**src/rtl/axi4_lite_read_arbiter_pkg.sv**
```systemverilog
// Shared types for the AXI4-Lite read arbiter: the arbiter FSM state encoding.
package axi4_lite_read_arbiter_pkg;

    typedef enum logic [1:0] {
        IDLE  = 2'd0,
        ISSUE = 2'd1,
        WAIT  = 2'd2,
        RESP  = 2'd3
    } arb_state_t;

endpackage

```
**src/rtl/axi4_lite_read_arbiter_if.sv**
```systemverilog
// Bundle of the requester-side ports and the read-master handshake around the read arbiter.
interface axi4_lite_read_arbiter_if #(
    parameter int NUM_REQ    = 2,
    parameter int ADDR_WIDTH = 32,
    parameter int DATA_WIDTH = 32
) ();
    localparam int IDX_W = (NUM_REQ > 1) ? $clog2(NUM_REQ) : 1;

    logic [NUM_REQ-1:0]            req_valid;
    logic [NUM_REQ*ADDR_WIDTH-1:0] req_addr;
    logic [NUM_REQ-1:0]            req_ready;
    logic [NUM_REQ-1:0]            resp_valid;
    logic [DATA_WIDTH-1:0]         resp_data;
    logic [IDX_W-1:0]              grant_id;
    logic                          arb_busy;
    logic                          read_start;
    logic [ADDR_WIDTH-1:0]         read_addr;
    logic                          rm_busy;
    logic [DATA_WIDTH-1:0]         rm_rdata;

    // The arbiter serves requests, so it takes the slave view.
    modport slave (
        input  req_valid, req_addr, rm_busy, rm_rdata,
        output req_ready, resp_valid, resp_data, grant_id, arb_busy, read_start, read_addr
    );

    modport master (
        output req_valid, req_addr, rm_busy, rm_rdata,
        input  req_ready, resp_valid, resp_data, grant_id, arb_busy, read_start, read_addr
    );

endinterface

```
**src/rtl/axi4_lite_read_arbiter_rr.sv**
```systemverilog
// Combinational round-robin picker: lowest index after 'last' (wrapping) with req set wins.
module rr_arbiter #(
    parameter int N = 2
) (
    input  logic [N-1:0]                        req,
    input  logic [((N > 1) ? $clog2(N) : 1)-1:0] last,
    output logic [N-1:0]                        grant,
    output logic [((N > 1) ? $clog2(N) : 1)-1:0] grant_idx,
    output logic                                any
);
    localparam int IW = (N > 1) ? $clog2(N) : 1;

    always_comb begin
        grant     = '0;
        grant_idx = '0;
        any       = 1'b0;
        for (int i = 1; i <= N; i++) begin
            if (!any && req[(int'(last) + i) % N]) begin
                any                          = 1'b1;
                grant[(int'(last) + i) % N]  = 1'b1;
                grant_idx                    = IW'((int'(last) + i) % N);
            end
        end
    end

endmodule

```
**src/rtl/axi4_lite_read_arbiter.sv**
```systemverilog
// Shares one AXI4-Lite read master between NUM_REQ requesters, round-robin,
// with a single outstanding read sequenced through the master's read_start/busy handshake.
module axi4_lite_read_arbiter
    import axi4_lite_read_arbiter_pkg::*;
#(
    parameter int NUM_REQ    = 2,
    parameter int ADDR_WIDTH = 32,
    parameter int DATA_WIDTH = 32
) (
    input  logic                      clk,
    input  logic                      rst,
    axi4_lite_read_arbiter_if.slave   bus
);
    localparam int IDX_W = (NUM_REQ > 1) ? $clog2(NUM_REQ) : 1;

    arb_state_t              state_q, state_d;
    logic [IDX_W-1:0]        last_q;
    logic [IDX_W-1:0]        grant_id_q;
    logic [ADDR_WIDTH-1:0]   addr_buf_q;
    logic [DATA_WIDTH-1:0]   resp_data_q;

    logic [NUM_REQ-1:0]      win_onehot;
    logic [IDX_W-1:0]        win_idx;
    logic                    win_any;

    rr_arbiter #(.N(NUM_REQ)) u_rr (
        .req       (bus.req_valid),
        .last      (last_q),
        .grant     (win_onehot),
        .grant_idx (win_idx),
        .any       (win_any)
    );

    always_ff @(posedge clk) begin
        if (rst) begin
            state_q     <= IDLE;
            last_q      <= IDX_W'(NUM_REQ - 1);
            grant_id_q  <= '0;
            addr_buf_q  <= '0;
            resp_data_q <= '0;
        end else begin
            state_q <= state_d;
            if (state_q == IDLE && win_any) begin
                addr_buf_q <= bus.req_addr[win_idx*ADDR_WIDTH +: ADDR_WIDTH];
                grant_id_q <= win_idx;
                last_q     <= win_idx;
            end
            if (state_q == WAIT && !bus.rm_busy) begin
                resp_data_q <= bus.rm_rdata;
            end
        end
    end

    // req_ready is combinational in IDLE so the accept lands in the same cycle as the pick.
    always_comb begin
        state_d        = state_q;
        bus.req_ready  = '0;
        bus.resp_valid = '0;
        bus.read_start = 1'b0;
        case (state_q)
            IDLE: begin
                if (win_any) begin
                    bus.req_ready = win_onehot;
                    state_d       = ISSUE;
                end
            end
            ISSUE: begin
                bus.read_start = 1'b1;
                state_d        = WAIT;
            end
            WAIT: begin
                if (!bus.rm_busy) begin
                    state_d = RESP;
                end
            end
            RESP: begin
                bus.resp_valid[grant_id_q] = 1'b1;
                state_d                    = IDLE;
            end
            default: state_d = IDLE;
        endcase
    end

    assign bus.read_addr = addr_buf_q;
    assign bus.resp_data = resp_data_q;
    assign bus.grant_id  = grant_id_q;
    assign bus.arb_busy  = (state_q != IDLE);

    // The master was idle when we started it, so it must report busy on the first WAIT cycle.
    first_wait_busy: assert property (@(posedge clk) disable iff (rst)
        (state_q == WAIT && $past(state_q) == ISSUE) |-> bus.rm_busy);

endmodule

```
**src/flat_wrapper.sv**
```systemverilog
// flat-port wrapper written by rule: the top's interface ports become plain ports
module axi4_lite_read_arbiter_flat import axi4_lite_read_arbiter_pkg::*;
#(
    parameter int NUM_REQ    = 2,
    parameter int ADDR_WIDTH = 32,
    parameter int DATA_WIDTH = 32
)
  (clk, rst, bus_req_valid, bus_req_addr, bus_rm_busy, bus_rm_rdata, bus_req_ready, bus_resp_valid, bus_resp_data, bus_grant_id, bus_arb_busy, bus_read_start, bus_read_addr);
  axi4_lite_read_arbiter_if #(.NUM_REQ(NUM_REQ), .ADDR_WIDTH(ADDR_WIDTH), .DATA_WIDTH(DATA_WIDTH)) bus_i ();
  input  logic clk;
  input  logic rst;
  input wire logic [$bits(bus_i.req_valid)-1:0] bus_req_valid;
  input wire logic [$bits(bus_i.req_addr)-1:0] bus_req_addr;
  input wire logic [$bits(bus_i.rm_busy)-1:0] bus_rm_busy;
  input wire logic [$bits(bus_i.rm_rdata)-1:0] bus_rm_rdata;
  output wire logic [$bits(bus_i.req_ready)-1:0] bus_req_ready;
  output wire logic [$bits(bus_i.resp_valid)-1:0] bus_resp_valid;
  output wire logic [$bits(bus_i.resp_data)-1:0] bus_resp_data;
  output wire logic [$bits(bus_i.grant_id)-1:0] bus_grant_id;
  output wire logic [$bits(bus_i.arb_busy)-1:0] bus_arb_busy;
  output wire logic [$bits(bus_i.read_start)-1:0] bus_read_start;
  output wire logic [$bits(bus_i.read_addr)-1:0] bus_read_addr;
  assign bus_i.req_valid = bus_req_valid;
  assign bus_i.req_addr = bus_req_addr;
  assign bus_i.rm_busy = bus_rm_busy;
  assign bus_i.rm_rdata = bus_rm_rdata;
  assign bus_req_ready = bus_i.req_ready;
  assign bus_resp_valid = bus_i.resp_valid;
  assign bus_resp_data = bus_i.resp_data;
  assign bus_grant_id = bus_i.grant_id;
  assign bus_arb_busy = bus_i.arb_busy;
  assign bus_read_start = bus_i.read_start;
  assign bus_read_addr = bus_i.read_addr;
  axi4_lite_read_arbiter #(.NUM_REQ(NUM_REQ), .ADDR_WIDTH(ADDR_WIDTH), .DATA_WIDTH(DATA_WIDTH)) u_core (.clk(clk), .rst(rst), .bus(bus_i));
endmodule
```
**config.mk**
```make
export PLATFORM = sky130hd
export DESIGN_NAME = axi4_lite_read_arbiter_flat
export DESIGN_NICKNAME = d
export VERILOG_FILES = /design/src/rtl/axi4_lite_read_arbiter_pkg.sv /design/src/rtl/axi4_lite_read_arbiter_if.sv /design/src/rtl/axi4_lite_read_arbiter_rr.sv /design/src/rtl/axi4_lite_read_arbiter.sv /design/src/flat_wrapper.sv
export SDC_FILE = /design/constraint.sdc
export NUM_CORES = 1
export LEC_CHECK = 0
export CAP_MARGIN = 20
export CORE_MARGIN = 1
export CORE_UTILIZATION = 30
export DETAILED_ROUTE_END_ITERATION = 6
export GPL_TIMING_DRIVEN = 1
export PLACE_DENSITY_LB_ADDON = 0.2
export SETUP_SLACK_MARGIN = 0.05
export SLEW_MARGIN = 20
export SYNTH_ARGS = -nofsm -noshare
export SYNTH_HDL_FRONTEND = slang
export SYNTH_SLANG_ARGS = --single-unit
```
**constraint.sdc**
```tcl
create_clock -name clk -period 2 [get_ports clk]
set_input_delay 0.4 -clock clk [delete_from_list [all_inputs] [get_ports clk]]
set_output_delay 0.4 -clock clk [all_outputs]
set_load 0.01 [all_outputs]
```
## Word level (Yosys, flattened, before mapping)

Cells that the tools add are included.

| cells by class | value |
|---|---|
| $add $sub $neg | 2 |
| mux-type cells | 25 |
| magnitude comparators | 6 |
| bitwise logic cells | 3 |
| reductions and logical operators | 11 |
| shift operators | 1 |
| eq/ne operators | 5 |

Operator list:

| cell | count |
|---|---|
| $shiftx 64x7->32 | 1 |
| $mux 1 | 14 |
| $mux 2 | 7 |
| $pmux 2 s4 | 1 |
| $logic_and 1x1->1 | 6 |
| $lt 2x3->1 const B | 2 |
| $eq 2x2->1 const B | 2 |
| $ge 2x1->1 const B | 2 |
| $demux 1 s1 | 3 |
| $add 1x1->1 const B | 2 |
| $and 1x1->1 const A | 2 |
| $eq 2x1->1 const B | 1 |
| $logic_not 1->1 | 2 |
| $logic_not 2->1 | 1 |
| $lt 1x2->1 const B | 1 |
| $ne 2x1->1 const B | 1 |
| $ne 2x2->1 const B | 1 |
| $or 2x2->2 | 1 |
| $reduce_and 2->1 | 1 |
| $reduce_bool 2->1 | 1 |
| $ge 1x1->1 const B | 1 |

| storage, ports and cells | value |
|---|---|
| bits of input ports | 101 |
| word-level logic and storage cells | 58 |
| output and inout bits | 71 |
| flip-flop bits (word level) | 68 |

## Longest topological paths before layout

| logic depth | value |
|---|---|
| word-level depth | 11 |
| gate-level depth with buffers | 7 |

## Modules after synthesis

A second synthesis with hierarchy kept.

| unflattened totals | value |
|---|---|
| cell total of the unflattened synthesis | 319 |
| area total of the unflattened synthesis | 2944.1 um^2 |

By module, submodules not included:

| module | seq. area each (um^2) | cells an instance | area an instance (um^2) | instances |
|---|---|---|---|---|
| axi4_lite_read_arbiter | 1361.3 | 314 | 2911.5 | 1 |
| rr_arbiter | 0.0 | 5 | 32.5 | 1 |

## Worst setup path before layout

OpenSTA, ideal clock, no wires.

| path | value |
|---|---|
| kind | input -> output |
| from | input port bus_req_valid[1] |
| to | output port bus_req_ready[1] |
| setup slack | 547 ps |
| data required time | 1600 ps |
| data arrival time | 1053 ps |
| stages | 4 |
| cell sequence | a21bo_2 > buf_4 > buf_4 > nor2_1 |

| between the ends | value |
|---|---|
| cells in the longest elaborated chain, start to end | 9 |

RTL lines:

| what | RTL line | source |
|---|---|---|
| start, declared | flat_wrapper.sv:12 | `input wire logic [$bits(bus_i.req_valid)-1:0] bus_req_valid;` |
| $mux 1 (implied by the code) (3 in a row) | axi4_lite_read_arbiter_rr.sv:18 | `if (!any && req[(int'(last) + i) % N]) begin` |
| $mux 1 | axi4_lite_read_arbiter_rr.sv:18 |  |
| $logic_not 1->1 | axi4_lite_read_arbiter_rr.sv:18 |  |
| $logic_and 1x1->1 | axi4_lite_read_arbiter_rr.sv:18 |  |
| $mux 2 / $mux 1 (equally long branches) | axi4_lite_read_arbiter_rr.sv:18 |  |
| $mux 2 * | axi4_lite_read_arbiter.sv:62 | `if (win_any) begin` |
| $mux 2 * | axi4_lite_read_arbiter.sv:60 | `case (state_q)` |
| end, declared | flat_wrapper.sv:16 | `output wire logic [$bits(bus_i.req_ready)-1:0] bus_req_ready;` |

Mark *: on every way between the ends. The rest lies on a longest branch, timed or not. The select of a mux whose other input is x is not followed.

## Final worst setup path

| path | value |
|---|---|
| from | input port bus_req_valid[0] |
| to | output port bus_req_ready[1] |

Same word-level chain as after synthesis.

==> results.sh <==
export IMPL_status="finished clean"
export IMPL_syn_area_mm2=0.00294
export IMPL_io_buffers=171
export IMPL_power_mw=5.59
export IMPL_layoutNonFillerInstCount=656
export IMPL_ys_flop_type="dfxtp_1"
export IMPL_dr_pass1_iters=4
export IMPL_crit_type="in2out"
export IMPL_seq_area_frac_synth_pct=46.3
export IMPL_insertion_delay_ps=340
export IMPL_synth_avg_cell_area_um2=8.38
export IMPL_syn_nets=457
export IMPL_switching_power_mw=2.01
export IMPL_worstPathArrival_ps=1530
export IMPL_cts_sinks=68
export IMPL_core_area_mm2=0.00937
export IMPL_cp_cell_sequence="clkdlybuf4s50_1 -> a21bo_2 -> nor2_1 -> clkdlybuf4s15_1"
export IMPL_r2r_slack_ps=460
export IMPL_cap_violations=0
export IMPL_drive_above_1_share_pct=13.3
export IMPL_place_congestion=0.692
export IMPL_postCtsHoldBufs=0
export IMPL_powerDensity_mw_per_mm2=1110
export IMPL_die_height_um=101
export IMPL_hold_violations=0
export IMPL_wl_mm=9.04
export IMPL_post_cts_setup_buffers=0
export IMPL_netSwitchingFraction_pct=36.0
export IMPL_place_ws_ps=-252
export IMPL_synth_edf_count=0
export IMPL_slew_headroom_pct=75.6
export IMPL_p_int_mw=3.58
export IMPL_yosys_register_bits=68
export IMPL_fin_ws_ps=67.2
export IMPL_max_stage_delay_ps=500
export IMPL_leakagePower_nw=1.89
export IMPL_cp_slowest_cell="clkdlybuf4s50_1"
export IMPL_cts_tree="yes"
export IMPL_nets=628
export IMPL_clkTransAtPathRegs_ps=80
export IMPL_cp_max_fo=4
export IMPL_ir_worst_vdd_v=0.000480
export IMPL_num_antenna_cells=0
export IMPL_grt_pass1_vias=2980
export IMPL_worstHoldPathType="in2reg"
export IMPL_grt_usage_pct=18.2
export IMPL_pwr_share_comb_pct=46.5
export IMPL_grt_pass1_wl_mm=14.3
export IMPL_syn2layout_area_growth_pct=71.4
export IMPL_vias_per_cell=4.57
export IMPL_cts_root_buf="clkbuf_8"
export IMPL_cts_buffers=9
export IMPL_async_flop_share_pct=0
export IMPL_ys_warn_count=0
export IMPL_antenna_found_initial=1
export IMPL_drv_slew=0
export IMPL_setup_viol_count_final=0
export IMPL_fp_dieW_um=101
export IMPL_fin_crit_sh_pct=96.6
export IMPL_rsz0062_at_grt="true"
export IMPL_grt_start_max_net_pins=33
export IMPL_htreeDepth=3
export IMPL_vias=2997
export IMPL_max_freq_mhz=517
export IMPL_min_period_ps=1930
export IMPL_clockBufferDepth=2
export IMPL_syn_inst=351
export IMPL_end_kind="output port"
export IMPL_hold_slack_ps=417
export IMPL_first_iter_violations=64
export IMPL_fin_util_pct=53.8
export IMPL_io_pin_count=172
export IMPL_numPlacedInstances=640
export IMPL_skew_ps=9.62
export IMPL_start_kind="input port"
export IMPL_synth_distinct_cells=23
export IMPL_antenna_left=0
export IMPL_wl_per_cell_um=13.8
export IMPL_dieArea_mm2=0.0102
export IMPL_gr_total_overflow=0
export IMPL_dp_hpwl_mm=6.43
export IMPL_pwr_share_clk_pct=20.6
export IMPL_drc_errors=0
export IMPL_row_count=35
export IMPL_critPathRequiredTime_ps=1600
export IMPL_start_util_pct=31.4
export IMPL_p_seq_share_pct=32.9
export IMPL_tightestPinTransition_ps=366
==> cell usage in the layout (no fill, tap or decap), types with 4 or more instances in the layout <==
cell type,count
buf_12,4
dfxtp_1,68
nand2_1,97
clkdlybuf4s50_1,164
nor2_1,36
ha_1,4
clkbuf_8,9
buf_4,13
a211oi_1,5
a21oi_1,65
a211oi_2,29
dlygate4sd2_1,4
==> cell families after synthesis <==
logic type	share of synthesized area, %
AOI/OAI and AO/OA	27.1
adders and majority gates	2.13
buffers and inverters	5.87
DFF	46.3
muxes	0.340
and+or+nand+nor	18.2
==> sequential cells by signal (all words and copies together) (netlist names) <==
name and flops:
u_core.bus.read_addr 32, u_core.bus.resp_data 32, u_core.state_q 2, u_core.bus.grant_id 1, u_core.last_q 1
==> synthesized netlist by cell type, types with 2 or more instances <==
| cell | instances | share of area [%] |
|---|---|---|
| clkbuf_1 | 11 | 1.4 |
| nor2_1 | 36 | 4.6 |
| nand2_1 | 97 | 12 |
| inv_1 | 4 | 0.51 |
| a21oi_1 | 65 | 11 |
| buf_4 | 5 | 1.3 |
| a211oi_1 | 5 | 1.3 |
| nor2b_1 | 2 | 0.43 |
| dfxtp_1 | 68 | 46 |
| nand2b_1 | 3 | 0.64 |
| buf_2 | 9 | 1.5 |
| buf_6 | 3 | 1.1 |
| a211oi_2 | 29 | 12 |
| ha_1 | 5 | 2.1 |
==> per-layer routing <==
metal  vias up  routed length (um)  GRT usage [%]
met5         -                   8              0
met1      1339                3870           21.1
met3        11                 943           7.21
li1       1521                   -              -
met4         2                  85           6.02
met2       124                4130           30.4
==> power groups by stage <==
stage                     clock (mW)  combinational, mW  sequential (mW)
final                           1.15               2.60             1.84
after global routing            1.27               2.85             1.88
after CTS                       1.19               2.63             1.84
after detailed placement           0               2.64             1.87
after global placement             0               2.60             1.85
after floorplan                    0               1.26             1.99
==> path summary, 6_finish.rpt <==
check / depth (start not counted) / from / endpoint
worst max-delay path: 4 / bus_req_valid[0] / bus_req_ready[1]
worst min-delay path: 2 / rst / u_core.bus.grant_id
worst max register to register: 7 / u_core.state_q[0] / u_core.bus.resp_data[18]
worst min register to register: 2 / u_core.bus.resp_data[25] / u_core.bus.resp_data[25]
==> stage by stage <==
stage	cell area [um^2]	setup TNS, ps
floorplan	2940	0
global placement	4830	-418
detailed placement	4830	-414
CTS	5030	0
global route	5040	0
finish	5040	0
==> timing repair <==
action,in CTS,in global routing
gates cloned,0,0
setup endpoints to repair,5,3
gates resized for setup,6,4
==> critical path: cells and delay by family <==
family / cells / cell delay, ps
and+or+nand+nor: 1 / 90
AOI/OAI and AO/OA: 1 / 260
buffers and inverters: 2 / 780
==> layout make-up <==
cell class	count	area (um^2)
clock buffer	9	124
inverter	4	15.0
multi-input combinational	251	1420
tap	129	161
timing repair buffer	188	1880
sequential	68	1360
fill	900	4330
clock inverter	7	76.3
Power figures use the tool's default switching activity.
